<file path="config.mk">
export PLATFORM = sky130hd
export DESIGN_NAME = operand_loader
export DESIGN_NICKNAME = d
export VERILOG_FILES = /design/src/rtl/loader_pkg.sv /design/src/rtl/btn_debounce.sv /design/src/rtl/operand_loader.sv
export SDC_FILE = /design/constraint.sdc
export NUM_CORES = 1
export LEC_CHECK = 0
export ABC_CLOCK_PERIOD_IN_PS = 3000
export CAP_MARGIN = 20
export CORE_UTILIZATION = 32
export DETAILED_ROUTE_END_ITERATION = 10
export GPL_TIMING_DRIVEN = 0
export PLACE_DENSITY = 0.6
export SYNTH_ARGS = -nofsm -noshare
export SYNTH_HDL_FRONTEND = slang
export SYNTH_HIERARCHICAL = 1
export SYNTH_SLANG_ARGS = --single-unit
</file>
<file path="constraint.sdc">
create_clock -name clk -period 3 [get_ports clk]
set_input_delay 0.6 -clock clk [delete_from_list [all_inputs] [get_ports clk]]
set_output_delay 0.6 -clock clk [all_outputs]
set_load 0.01 [all_outputs]
</file>
<file path="src/rtl/loader_pkg.sv">
// Shared definitions for the operand loader: state encoding, select values, default width.
package loader_pkg;

    localparam int unsigned DEFAULT_WIDTH = 16;

    localparam logic [1:0] ST_LOAD_A = 2'b00;
    localparam logic [1:0] ST_LOAD_B = 2'b01;
    localparam logic [1:0] ST_READY  = 2'b10;

    localparam logic SEL_A = 1'b0;
    localparam logic SEL_B = 1'b1;

    typedef enum logic [1:0] {
        StLoadA = ST_LOAD_A,
        StLoadB = ST_LOAD_B,
        StReady = ST_READY
    } state_e;

endpackage

</file>
<file path="src/rtl/btn_debounce.sv">
// Push-button conditioner: 2-FF synchronizer, stability counter and rising-edge press pulse.
module btn_debounce #(
    parameter int unsigned DEBOUNCE_CYCLES = 1000000
) (
    input  logic clk_i,
    input  logic rst_i,
    input  logic btn_i,
    output logic pulse_o
);

    localparam int unsigned CntW = (DEBOUNCE_CYCLES > 1) ? $clog2(DEBOUNCE_CYCLES) : 1;
    localparam logic [CntW-1:0] CntMax = CntW'(DEBOUNCE_CYCLES - 1);

    logic            sync1_q, sync2_q;
    logic [CntW-1:0] cnt_q, cnt_d;
    logic            level_q, level_d;
    logic            pulse_q, pulse_d;

    // Counter runs only while the synced level disagrees with the accepted level.
    always_comb begin
        level_d = level_q;
        cnt_d   = cnt_q;
        if (sync2_q == level_q) begin
            cnt_d = '0;
        end else if (cnt_q == CntMax) begin
            level_d = ~level_q;
            cnt_d   = '0;
        end else begin
            cnt_d = cnt_q + 1'b1;
        end
        pulse_d = level_d & ~level_q;
    end

    // Synchronizer, debounce state and registered press pulse.
    always_ff @(posedge clk_i) begin
        if (rst_i) begin
            sync1_q <= 1'b0;
            sync2_q <= 1'b0;
            cnt_q   <= '0;
            level_q <= 1'b0;
            pulse_q <= 1'b0;
        end else begin
            sync1_q <= btn_i;
            sync2_q <= sync1_q;
            cnt_q   <= cnt_d;
            level_q <= level_d;
            pulse_q <= pulse_d;
        end
    end

    assign pulse_o = pulse_q;

endmodule

</file>
<file path="src/rtl/operand_loader.sv">
// Captures operands A then B from the switches on LOAD presses and gates the adder enable.
module operand_loader
    import loader_pkg::*;
#(
    parameter int unsigned WIDTH           = DEFAULT_WIDTH,
    parameter int unsigned DEBOUNCE_CYCLES = 1000000
) (
    input  logic             clk,
    input  logic             rst,
    input  logic [WIDTH-1:0] sw,
    input  logic             btn_load,
    input  logic             btn_clear,
    output logic [WIDTH-1:0] op_a,
    output logic [WIDTH-1:0] op_b,
    output logic             sel,
    output logic             add_en,
    output logic             load_ack,
    output logic [1:0]       state_led
);

    logic load_pulse, clear_pulse;

    btn_debounce #(
        .DEBOUNCE_CYCLES(DEBOUNCE_CYCLES)
    ) u_load_db (
        .clk_i  (clk),
        .rst_i  (rst),
        .btn_i  (btn_load),
        .pulse_o(load_pulse)
    );

    btn_debounce #(
        .DEBOUNCE_CYCLES(DEBOUNCE_CYCLES)
    ) u_clear_db (
        .clk_i  (clk),
        .rst_i  (rst),
        .btn_i  (btn_clear),
        .pulse_o(clear_pulse)
    );

    state_e           state_q;
    logic [WIDTH-1:0] op_a_q, op_b_q;
    logic             sel_q, add_en_q, load_ack_q;

    // Capture FSM; clear takes priority over load, all outputs registered with the state.
    always_ff @(posedge clk) begin
        if (rst) begin
            state_q    <= StLoadA;
            op_a_q     <= '0;
            op_b_q     <= '0;
            sel_q      <= SEL_A;
            add_en_q   <= 1'b0;
            load_ack_q <= 1'b0;
        end else if (clear_pulse) begin
            state_q    <= StLoadA;
            op_a_q     <= '0;
            op_b_q     <= '0;
            sel_q      <= SEL_A;
            add_en_q   <= 1'b0;
            load_ack_q <= 1'b0;
        end else begin
            load_ack_q <= 1'b0;
            case (state_q)
                StLoadA, StReady: begin
                    if (load_pulse) begin
                        // A fresh A always restarts the computation, keeping old B.
                        op_a_q     <= sw;
                        load_ack_q <= 1'b1;
                        state_q    <= StLoadB;
                        sel_q      <= SEL_B;
                        add_en_q   <= 1'b0;
                    end
                end
                StLoadB: begin
                    if (load_pulse) begin
                        op_b_q     <= sw;
                        load_ack_q <= 1'b1;
                        state_q    <= StReady;
                        sel_q      <= SEL_A;
                        add_en_q   <= 1'b1;
                    end
                end
                default: begin
                    state_q  <= StLoadA;
                    sel_q    <= SEL_A;
                    add_en_q <= 1'b0;
                end
            endcase
        end
    end

    assign op_a      = op_a_q;
    assign op_b      = op_b_q;
    assign sel       = sel_q;
    assign add_en    = add_en_q;
    assign load_ack  = load_ack_q;
    assign state_led = state_q;

endmodule
</file>
After elaboration in Yosys (flattened, before gate mapping)
Cells that the tools add are included.
Widths: inputs -> output; s select.
{"block": "op_classes", "addsub": 2, "eq_ne": 8, "mux": 12, "n_bitwise": 5, "reduce_logical": 10}
{"cell": "$add 20x1->20 const B", "count": 2}
{"cell": "$eq 20x20->1 const B", "count": 2}
{"cell": "$reduce_or 3->1", "count": 4}
{"cell": "$mux 1", "count": 7}
{"cell": "$reduce_and 2->1", "count": 3}
{"cell": "$mux 2", "count": 2}
{"cell": "$ne 2x1->1 const B", "count": 2}
{"cell": "$pmux 1 s2", "count": 2}
{"cell": "$pmux 2 s2", "count": 1}
{"cell": "$reduce_or 2->1", "count": 2}
{"cell": "$not 1->1", "count": 3}
{"cell": "$and 1x1->1", "count": 2}
{"cell": "$eq 1x1->1", "count": 2}
{"cell": "$eq 2x1->1 const B", "count": 1}
{"cell": "$eq 2x2->1 const B", "count": 1}
{"cell": "$logic_not 2->1", "count": 1}
{"block": "totals", "ff_bits": 85, "input_bits": 20, "output_inout_bits": 37}

Longest topological paths before layout
{"block": "depth", "ltp_word": 4, "depth_mapped": 7, "depth_no_buf": 5}

Cells and area by module
Netlist, hierarchy kept.
{"mod": "btn_debounce", "instances": 2, "cells_per_inst": 123, "area_per_inst_um2": 1067.3, "seq_area_each_um2": 480.5}
{"mod": "operand_loader", "instances": 1, "cells_per_inst": 160, "area_per_inst_um2": 1300.0, "seq_area_each_um2": 720.7}

Least setup slack after synthesis
OpenSTA, ideal clock, no wires.
{"block": "synth_timing", "path_type": "register to register", "startpoint": "reg u_clear_db.cnt_q[0]", "endpoint": "reg u_clear_db.cnt_q[18]", "setup_ns": 0.070, "t_arrival_ns": 1.645, "required_ns": 2.930, "path_slack_ns": 1.285, "stages_incl_launch_ff": 7, "period_less_slack_ns": 1.715, "path_cell_list": "dfxtp_1 ha_1 nand4_1 or2_1 clkbuf_1 or4_1 a21oi_1"}
{"block": "synth_between", "elab_chain_cells": 2}
{"item": "start: declaration", "line_no": "btn_debounce.sv:15", "text": "logic [CntW-1:0] cnt_q, cnt_d;"}
{"item": "start signal: assignment", "line_no": "btn_debounce.sv:45", "text": "cnt_q <= cnt_d;"}
{"item": "branches (longest 2 deep; another with $add 20x1->20)"}
Parallel ways; which one is timed is not known.
A chain may end at the register's enable or synchronous reset.

Worst setup path in the final report
{"block": "layout_timing", "startpoint": "reg state_q[1], in the netlist state_led[1]", "endpoint": "out state_led[1]"}
{"item": "start: declaration", "line_no": "operand_loader.sv:41", "text": "state_e state_q;"}
{"item": "start signal: assignment", "line_no": "operand_loader.sv:48", "text": "state_q <= StLoadA;"}
{"item": "start signal: assignment", "line_no": "operand_loader.sv:55", "text": "state_q <= StLoadA;"}
{"item": "start signal: assignment", "line_no": "operand_loader.sv:69", "text": "state_q <= StLoadB;"}
{"item": "end: declaration", "line_no": "operand_loader.sv:18", "text": "output logic [1:0] state_led"}
No word-level cell between the ends.

==> metrics.yaml <==
port_buffers: 56
hold_violations: 0
cp-start-kind: "register"
r2r-start: "u_clear_db/cnt_q[0]$_SDFF_PP0_"
sw_frac_of_total_pct: 22.20
ys_ff_latch: 84
layout_commonest_cell: "dfxtp_1"
regArea_um2: 1682
crit_slowest_cell: "clkdlybuf4s50_1"
synthFlopType: "dfxtp_1"
die_w_um: 105.6
dpl.hpwl_um: 5325
antenna_found_initial: 0
critPathKind: "reg2out"
final_nets: 495
skew_ps: 9.081
via_per_inst: 4.752
pwr-share-comb_pct: 2.7
yosysWarnings: 6
ir_worst_vdd_v: 0.0002291
cts_tree: "yes"
crit_arrival_ps: 1510
syn-cell-area_um2: 3435
multi_input_area_um2: 1587
cp_slowest_stage_delay_ps: 520
cts_root_buf: "clkbuf_8"
fill_cells: 1060
synth_edf_count: 0
tns_ps: 0
fin_crit_sh_pct: 70.25
wl_per_cell_um: 11.97
area_growth_pct: 26.85
gp_congestion: 0.7699
fin_cells: 614
cts_buffers: 9
ios: 57
grt_usage_pct: 14.16
crit_path_max_fanout: 8
synth_fp_nets: 428
antenna_cells: 0
rows: 37
p_leak_nw: 1.314
synth_largest_area_cell: "dfxtp_1"
drc: 0
grt_max_degree: 15
power.total_mw: 1.967
mostFrequentLayoutCells: "dfxtp_1, nand2_1, clkdlybuf4s50_1, a21oi_1, nor2_1"
synth_top_area_share_pct: 48.96
drt-initial-drc-count: 110
placed_cells: 598
cts_sinks: 84
grt_overflow: 0
clockBufferDepth: 2
cp-end-kind: "output port"
min_period_ps: 2107
cap_violations: 0
cts-resized-gates: 0
worstPathCellList: "buf_4 -> clkdlybuf4s50_1"
dieHeight_um: 105.6
worstHoldStart: "u_load_db/sync1_q$_SDFF_PP0_"
via_count: 2918
ys_async_sr_fraction_pct: 0
slew_headroom_pct: 67.41
pwr-share-seq_pct: 56.9
pwr-share-clk_pct: 40.5
cp-startpoint: "state_led[1]$_SDFFE_PP0P_"
ant_nets: 0
worstMarginPinSlew_ps: 488.8
first_pass_iters: 4
syn_inst: 406
synthTopCellsByArea: "dfxtp_1, nand2_1, a21oi_1, xnor2_1, nor2_1"
p_sw_uw: 436.6
rsz0062_at_grt: "no"
dieArea_um2: 11150
maxSlewViolCount: 0
intPower_mw: 1.530
core-area_um2: 10370
cts_setup_buffers: 0
synthDistinctLibCells: 36
ys_seq_area_share_pct: 48.96
cts.clk_slew.worst_paths_ps: 80
worstHoldPathType: "reg2reg"
clock.fmax_ghz: 0.4745
cp.required_ps: 2400
status: "finished, final reports clean"
cts_hold_buf: 0
setup_violations: 0
drt_wl_total_um: 7350
grt_pass1_vias: 2751
insertion_delay_ps: 350
grt_pass1_wl_um: 12740
initial_utilization_pct: 33.12
power_density_nw_per_um2: 451.4
drive_gt1_share_pct: 6.904
htreeDepth: 3
syn-mean-instance-area_um2: 8.459
[Yosys cell counts (5+ instances only)]
cell type  count
nand3_1       12
nor4_1         6
dfxtp_1       84
o21ai_0        7
nor2_1        31
clkbuf_1       9
nor2b_1        9
buf_4          5
buf_2          6
xnor2_1       20
or3_1          8
nand2_1       83
and3_1         5
inv_1         10
a21oi_1       48
o31ai_1       10
or4_1         10
[stage by stage]
stage | util (%) | hold slack [ps] | setup slack (ps) | instance area (µm²)
detailed placement | 40.17 | 440.2 | 704.2 | 4165
finish | 42.01 | 453.5 | 892.6 | 4357
CTS | 42.01 | 458.4 | 887.4 | 4357
global placement | 40.17 | 424.5 | 725.7 | 4165
floorplan | - | 413.8 | 1285 | 3435
global route | 42.01 | 469.0 | 806.2 | 4357
[worst max-delay path: cells and delay by family, from the launching register on]
kind / cells / cell delay, ps
buffers and inverters: 2 / 680
flip-flops: 1 / 480
[registers in the layout, indices dropped and copies added, names as in the netlist, 2 cells and up]
register / cells
u_load_db/cnt_q: 20
op_a: 16
u_clear_db/cnt_q: 20
state_led: 2
op_b: 16
[routing by layer]
layer	track usage (%)	vias up	share of wire [%]
li1	-	1517	-
met1	19.08	1328	51
met2	21.80	65	42
met3	4.453	8	5.5
met4	3.869	0	1.0
met5	0	-	0
[kinds of logic (layout without fill, tap and decap cells)]
| kind of cell | Yosys count | in the layout | share of synthesized area, % |
|---|---|---|---|
| AO/OA/AOI/OAI | 70 | 70 | 11.29 |
| flip-flops | 84 | 84 | 48.96 |
| AND/OR/NAND/NOR | 193 | 193 | 28.05 |
| XOR/XNOR | 24 | 24 | 6.120 |
| buffers and inverters | 33 | 105 | 4.845 |
| adder cells (fa/ha/maj) | 2 | 2 | 0.7285 |
[worst paths after layout]
kind	endpoint	slack, ps	cells past startpoint
worst max-delay path	state_led[1]	890	2
worst min-delay path	u_load_db/sync2_q$_SDFF_PP0_	450	1
worst max register to register	u_clear_db/cnt_q[18]$_SDFF_PP0_	1090	6
worst min register to register	u_load_db/sync2_q$_SDFF_PP0_	450	1
[power by group through the flow]
stage	logic [mW]	clock network [mW]	registers [mW]
floorplan	0.0162	0	1.14
global placement	0.0531	0	1.15
detailed placement	0.0527	0	1.15
CTS	0.0531	0.822	1.12
global route	0.0571	0.877	1.12
finish	0.0524	0.796	1.12
[layout make-up]
class	instances	share of cell area (%)
inverters	10	0.8616
clock buffers	10	2.929
well taps	136	3.906
clock inverters	6	1.465
flip-flops and latches	84	38.60
multi-input cells	289	36.42
plain buffers	23	2.958
repair buffers	56	12.87
Note: power is estimated with default switching activity, not from simulation.
